## src/rtl/lin_pkg.sv

```systemverilog
// -----------------------------------------------------------------------------
// lin_pkg
// Shared LIN definitions used by both the commander header generator and the
// responder header receiver: fixed header symbols, 10-bit symbol field
// positions and the receiver state encoding.
// -----------------------------------------------------------------------------
package lin_pkg;

  localparam int LIN_SYM_W = 10;

  // Fixed header symbols (start bit in [0], stop bit in [9]).
  localparam logic [LIN_SYM_W-1:0] LIN_BRK1 = 10'h000;
  localparam logic [LIN_SYM_W-1:0] LIN_BRK2 = 10'h200;
  localparam logic [LIN_SYM_W-1:0] LIN_SYNC = 10'h2AA;

  // Symbol field indices.
  localparam int SYM_START  = 0;
  localparam int SYM_STOP   = 9;
  localparam int PID_ID_LSB = 1;
  localparam int PID_ID_MSB = 6;
  localparam int PID_P0     = 7;
  localparam int PID_P1     = 8;

  typedef enum logic [1:0] {
    ST_IDLE   = 2'd0,
    ST_BRK    = 2'd1,
    ST_SYNC_W = 2'd2,
    ST_PID_W  = 2'd3
  } lin_rx_state_e;

endpackage : lin_pkg

```

## src/rtl/lin_pid_parity.sv

```systemverilog
// -----------------------------------------------------------------------------
// lin_pid_parity
// Combinational LIN protected-identifier parity. Used by both the header
// generator and the receiver so the two ends agree by construction.
//   id_i     [5:0]  frame ID
//   parity_o [1:0]  {P1, P0}
// -----------------------------------------------------------------------------
module lin_pid_parity (
  input  logic [5:0] id_i,
  output logic [1:0] parity_o
);

  always_comb begin
    parity_o[0] = id_i[0] ^ id_i[1] ^ id_i[2] ^ id_i[4];
    parity_o[1] = ~(id_i[1] ^ id_i[3] ^ id_i[4] ^ id_i[5]);
  end

endmodule : lin_pid_parity

```

## src/rtl/lin_header_receiver.sv

```systemverilog
// -----------------------------------------------------------------------------
// lin_header_receiver
// Responder-side LIN header decoder. Walks BRK1 -> BRK2 -> SYNC -> PID,
// checks the PID framing and parity, and reports the frame ID with a one-cycle
// header_valid strobe or one-cycle error pulses. An inter-symbol gap longer
// than GAP_MAX idle cycles aborts the header.
//   clk, reset    clock, synchronous active-high reset
//   sym_in        received 10-bit symbol, qualified by sym_valid
//   pid_id        last received frame ID (held between headers)
//   pid_parity    last received {P1,P0}
//   header_valid  pulse: header complete without error
//   parity_err    pulse: PID parity mismatch
//   sync_err      pulse: symbol after the break was not SYNC
//   framing_err   pulse: PID start bit != 0 or stop bit != 1
//   timeout_err   pulse: inter-symbol gap exceeded GAP_MAX
//   busy          receiver is inside a header (state != IDLE)
// -----------------------------------------------------------------------------
module lin_header_receiver
  import lin_pkg::*;
#(
  parameter int SYM_W   = 10,
  parameter int GAP_MAX = 4,
  parameter int GAP_CW  = 3
) (
  input  logic             clk,
  input  logic             reset,
  input  logic [SYM_W-1:0] sym_in,
  input  logic             sym_valid,
  output logic [5:0]       pid_id,
  output logic [1:0]       pid_parity,
  output logic             header_valid,
  output logic             parity_err,
  output logic             sync_err,
  output logic             framing_err,
  output logic             timeout_err,
  output logic             busy
);

  localparam logic [GAP_CW-1:0] GAP_LAST = GAP_CW'(GAP_MAX - 1);
  localparam logic [GAP_CW-1:0] GAP_SAT  = {GAP_CW{1'b1}};

  lin_rx_state_e     state_q, state_d;
  logic [GAP_CW-1:0] gap_q, gap_d;
  logic [5:0]        pid_id_q, pid_id_d;
  logic [1:0]        pid_par_q, pid_par_d;
  logic              hv_q, hv_d;
  logic              pe_q, pe_d;
  logic              se_q, se_d;
  logic              fe_q, fe_d;
  logic              te_q, te_d;

  logic [5:0] rx_id;
  logic [1:0] rx_par;
  logic [1:0] exp_par;

  assign rx_id  = sym_in[PID_ID_MSB:PID_ID_LSB];
  assign rx_par = {sym_in[PID_P1], sym_in[PID_P0]};

  lin_pid_parity u_parity (
    .id_i     (rx_id),
    .parity_o (exp_par)
  );

  always_comb begin
    // NOTE: every next-state signal gets a default before the case so that no
    // path leaves one unassigned, which would otherwise infer a latch.
    state_d   = state_q;
    gap_d     = gap_q;
    pid_id_d  = pid_id_q;
    pid_par_d = pid_par_q;
    hv_d      = 1'b0;
    pe_d      = 1'b0;
    se_d      = 1'b0;
    fe_d      = 1'b0;
    te_d      = 1'b0;

    unique case (state_q)
      ST_IDLE: begin
        if (sym_valid && sym_in == LIN_BRK1) state_d = ST_BRK;
      end
      ST_BRK: begin
        if (sym_valid) begin
          if (sym_in == LIN_BRK2)      state_d = ST_SYNC_W;
          else if (sym_in == LIN_BRK1) state_d = ST_BRK;  // extended break
          else                         state_d = ST_IDLE;
        end
      end
      ST_SYNC_W: begin
        if (sym_valid) begin
          if (sym_in == LIN_SYNC) begin
            state_d = ST_PID_W;
          end else begin
            se_d    = 1'b1;
            // A fresh BRK1 here is treated as the start of the next header.
            state_d = (sym_in == LIN_BRK1) ? ST_BRK : ST_IDLE;
          end
        end
      end
      ST_PID_W: begin
        if (sym_valid) begin
          pid_id_d  = rx_id;
          pid_par_d = rx_par;
          fe_d      = sym_in[SYM_START] | ~sym_in[SYM_STOP];
          pe_d      = (rx_par != exp_par);
          hv_d      = (sym_in[SYM_START] == 1'b0) && sym_in[SYM_STOP] &&
                      (rx_par == exp_par);
          state_d   = ST_IDLE;
        end
      end
      default: state_d = ST_IDLE;
    endcase

    // Gap counter: held at zero while idle, cleared by any symbol, otherwise
    // counts idle cycles. The cycle that would bring it to GAP_MAX aborts the
    // header instead; a symbol in that same cycle takes priority.
    if (state_q == ST_IDLE || sym_valid) begin
      gap_d = '0;
    end else if (gap_q == GAP_LAST) begin
      te_d    = 1'b1;
      state_d = ST_IDLE;
      gap_d   = '0;
    end else if (gap_q != GAP_SAT) begin
      gap_d = gap_q + GAP_CW'(1);
    end
  end

  // NOTE: sequential state uses non-blocking assignments so every register
  // samples the pre-edge values of the others.
  always_ff @(posedge clk) begin
    if (reset) begin
      state_q   <= ST_IDLE;
      gap_q     <= '0;
      pid_id_q  <= '0;
      pid_par_q <= '0;
      hv_q      <= 1'b0;
      pe_q      <= 1'b0;
      se_q      <= 1'b0;
      fe_q      <= 1'b0;
      te_q      <= 1'b0;
    end else begin
      state_q   <= state_d;
      gap_q     <= gap_d;
      pid_id_q  <= pid_id_d;
      pid_par_q <= pid_par_d;
      hv_q      <= hv_d;
      pe_q      <= pe_d;
      se_q      <= se_d;
      fe_q      <= fe_d;
      te_q      <= te_d;
    end
  end

  assign pid_id       = pid_id_q;
  assign pid_parity   = pid_par_q;
  assign header_valid = hv_q;
  assign parity_err   = pe_q;
  assign sync_err     = se_q;
  assign framing_err  = fe_q;
  assign timeout_err  = te_q;
  assign busy         = (state_q != ST_IDLE);

endmodule : lin_header_receiver

```

## config.mk

```make
export PLATFORM = sky130hd
export DESIGN_NAME = lin_header_receiver
export DESIGN_NICKNAME = d
export VERILOG_FILES = /design/src/rtl/lin_pkg.sv /design/src/rtl/lin_pid_parity.sv /design/src/rtl/lin_header_receiver.sv
export SDC_FILE = /design/constraint.sdc
export NUM_CORES = 1
export LEC_CHECK = 0
export ABC_AREA = 1
export CAP_MARGIN = 15
export CORE_MARGIN = 4
export CORE_UTILIZATION = 45
export CTS_CLUSTER_SIZE = 28
export DETAILED_ROUTE_END_ITERATION = 12
export GPL_TIMING_DRIVEN = 1
export HOLD_SLACK_MARGIN = 0.05
export PLACE_DENSITY = 0.76
export SLEW_MARGIN = 20
export SYNTH_ARGS = -nofsm -noshare
export SYNTH_HDL_FRONTEND = slang
export SYNTH_SLANG_ARGS = --single-unit
```

## constraint.sdc

```tcl
create_clock -name clk -period 1.5 [get_ports clk]
set_input_delay 0.45 -clock clk [delete_from_list [all_inputs] [get_ports clk]]
set_output_delay 0.45 -clock clk [all_outputs]
set_load 0.05 [all_outputs]
```

; Yosys cells after proc, flatten, opt, wreduce, memory -nomap -nowiden
; Cells that the tools add are included.
[totals]
register_bits = 18
out_inout_bits = 14
[classes]
n_addsub = 1
n_eq_ne = 9
mux = 12
bitwise = 13
n_reduce_logical = 12
[ops]
columns = op, count
row1 = "10-bit equality test, second input constant", 2
row2 = 2-bit 2-to-1 mux, 8
row3 = 10-bit zero test, 1
row4 = 3-bit OR reduction, 3
row5 = 2-bit case mux with 4 select lines, 1
row6 = 1-bit inverter, 6
row7 = 1-bit bitwise XOR, 6
row8 = "2-bit equality test, second input constant", 2
row9 = "3-bit by 1-bit adder with 3-bit output, second input constant", 1
row10 = "3-bit by 2-bit equality test with 1-bit output, second input constant", 1
row11 = 1-bit logical AND, 3
row12 = 1-bit 2-to-1 mux, 3
row13 = "3-bit inequality test, second input constant", 1
row14 = "2-bit by 1-bit equality test with 1-bit output, second input constant", 1
row15 = 2-bit equality test, 1
row16 = 2-bit zero test, 1
row17 = 2-bit inequality test, 1
row18 = 2-bit AND reduction, 1
row19 = 2-bit nonzero test, 1
row20 = 2-bit OR reduction, 1
row21 = 1-bit logical OR, 1
row22 = 1-bit OR, 1

; Logic depth before layout (Yosys ltp)
[logic_depth]
ltp_word = 7
depth_mapped = 10

; Cells and area by module
; From an unflattened synthesis, not the netlist that was laid out.
[hier_totals]
hier_cells = 137
area_unflattened_um2 = 922.1
[modules_own_cells]
columns = module, instances, cells_each, area_each_um2
row1 = lin_header_receiver, 1, 116, 823.3
row2 = lin_pid_parity, 1, 21, 98.8

; Worst setup path after synthesis
; No wires, ideal clock.
[synth_timing]
path_type = register -> output
start = reg state_q[1]
end = out busy
arrival_time_ns = 0.720
slack_ns = 0.330
path_stages_with_launch = 3
path_buffers = 0
cell_sequence = dfxtp_1 -> nor2_2 -> inv_2
[synth_between]
elab_chain_cells = 1
[synth_rtl]
columns = item, line
row1 = "start, declared", lin_header_receiver.sv:42  ; lin_rx_state_e state_q, state_d;
row2 = "start signal, assigned", lin_header_receiver.sv:141  ; state_q <= state_d;
row3 = 2-bit nonzero test, lin_header_receiver.sv:160  ; assign busy = (state_q != ST_IDLE);
row4 = "end, declared", lin_header_receiver.sv:36  ; output logic busy
; No other way between the ends.

; Final worst setup path
; Same ends and word-level chain as after synthesis.

==> run metrics <==
status finished clean; Starting Density 48.6%; area of the multi-input gates 507 um2; crit end category output pin; via/cell ratio 5.04; Pint 682 uW; Hold Vio Cnt, Final 0; worst min-delay path category flip-flop to flip-flop; Peak VDD IR 575 uV; top cells by count, synth 25 x nand2_1, 23 x inv_1, 18 x dfxtp_1, 15 x nor2_1, 12 x a21oi_1; clock slew at reported path FFs 0.11 ns; top_reg_cell synth dfxtp_1; DR WL/cell 12.3 um; Post-Syn Area 972 um2; distinct cell type count after synthesis 25; Nets 195; clock buffer depth 2; total power 925 uW; worst path required time 1.05 ns; Clock Sinks 18; clk_lat worst skew 0.30 ns; Max Cap Violations 0; Placed Cells 197; CTS tree yes; sequential cell area 368 um2; Worst setup SP type flip-flop; final instance area 1530 um2; Final Non-Filler Cells 205; Post-DRT Antenna Nets 0; final wirelength 2510 um; Tmin final 1.46 ns; post-layout util 76.6%; HPWL after DPL 1860 um; port bufs 26; switching share of total power 26.3%; DP Worst Slack -0.233 ns; final cycle utilization of the critical path 97.6%; final worst slack 0.0363 ns; post-synthesis sequential area ratio 37.1%; Core Rows 16; Area Overhead vs Synth 57.8%; share of cells above drive strength 1 25.3%; critical path class flip-flop to output pin; Die Area 2970 um2; GRT Residual Overflow 0; CTS root buf clkbuf_4; global-route wire length before repair 3950 um; CTS buffer count 3; Slew HR 82.6%; Die X 54.5 um; First-pass DRT Iterations 4; leading area contributor after synthesis dfxtp_1; DRT iter0 DRCs 41; LEAKAGE 0.672 nW; syn_area_per_cell 6.99 um2; initial antenna violation count 0; CP Max Fanout 3; Total Routing Usage GR 18.8%; total core area 2000 um2; final setup violation count 0; Worst Path Arrival 1.01 ns; H-tree Lvls 1; asr flop ratio synth 0%; I/O pins 27; Gate Count Post-Synth 139; Power Density 603 nW/um2; f_max 683 MHz; Syn Nets 155; pin count of the biggest net entering global routing 13; area of placed instances 1450 um2; fin. max-slew vios 0; top-count cell post-synth nand2_1; Ys Warns 0; global placement routability congestion 0.859; CTS Hold Bufs 0; clk_skew 0.00305 ns; vias in the first global route 918; fill cell count 145; top cells by area, synth dfxtp_1 37%, nand2_1 9.7%, inv_1 8.9%; #FFs+latches synth 18; DRC viols 0; hold_ws 0.491 ns; Worst-Margin Slew 0.260 ns; die height 54.5 um; diodes inserted 0; clock power share 34.2%; EDFF count, synth 0; power share of the sequential group 51.2%; Sw Pwr 243 uW; Vias 1034; Yosys top cell area share 37.1%; setup TNS 0 ns; power share of the combinational group 14.6%
[power groups by stage]
stage          clock network (mW)  registers [mW]  logic [mW]
2_1_floorplan                   0           0.489      0.0625
3_3_place_gp                    0           0.489       0.126
3_5_place_dp                    0           0.489       0.129
4_1_cts                     0.313           0.478       0.131
5_1_grt                     0.341           0.474       0.147
6_report                    0.316           0.474       0.135
[registers in the layout (all words and copies together), names as in the netlist]
signal / flops
framing_err: 1
timeout_err: 1
gap_q: 3
state_q: 2
header_valid: 1
sync_err: 1
pid_parity: 2
pid_id: 6
parity_err: 1
[kinds of logic after synthesis]
group	after synthesis	share of synthesized area, %
buffers and inverters	28	11.6
adder cells (fa/ha/maj)	3	3.86
multiplexers	1	1.03
flip-flops	18	37.1
AO/OA/AOI/OAI	24	13.3
AND/OR/NAND/NOR	62	30.5
XOR/XNOR	3	2.70
[placed cells by master (no fill, tap or decap), types with 3 or more instances in the layout]
| master | synthesis | final |
|---|---|---|
| a21oi_1 | 12 | 12 |
| buf_12 | 0 | 15 |
| buf_4 | 0 | 9 |
| clkbuf_4 | 0 | 3 |
| clkdlybuf4s50_1 | 0 | 12 |
| dfxtp_1 | 18 | 16 |
| ha_1 | 3 | 3 |
| inv_1 | 23 | 23 |
| inv_2 | 3 | 3 |
| nand2_1 | 25 | 25 |
| nand2_2 | 3 | 3 |
| nand3_1 | 8 | 8 |
| nor2_1 | 15 | 14 |
| nor2_2 | 3 | 3 |
| nor2_4 | 2 | 3 |
| o21ai_1 | 7 | 7 |
[final timing paths]
kind / start / endpoint / slack (ns) / cells past startpoint
hold reg to reg: pid_parity[1] / pid_parity[1] / 0.49 / 2
setup / recovery: state_q[1] / busy / 0.04 / 3
hold / removal: pid_parity[1] / pid_parity[1] / 0.49 / 2
setup reg to reg: gap_q[0] / state_q[1] / 0.28 / 5
[repair_timing]
item,in CTS,in global routing
setup buffers,1,3
pin swaps,1,1
endpoints found under the setup margin,1,2
gates resized for setup,3,3
[routing by layer]
metal  up-vias  global-route usage (%)  wire (um)
met5         -                       0          0
met4         0                    8.71         51
met3         6                    4.90        166
met2        28                    31.5       1260
met1       483                    22.2       1040
li1        517                       -          -
[layout make-up]
| type | count | area share, % |
|---|---|---|
| Multi-Input combinational cell | 93 | 33.0 |
| Inverter | 27 | 6.61 |
| Timing Repair Buffer | 36 | 31.8 |
| Sequential cell | 18 | 24.0 |
| Clock buffer | 4 | 2.37 |
| Tap cell | 27 | 2.20 |
[worst max-delay path, cell delays in order (launching register included)]
cell and delay [ns]:
dfxtp_4 0.38, nor2_4 0.13, inv_2 0.06, buf_12 0.14
No activity file was read; power rests on OpenSTA's default activity.
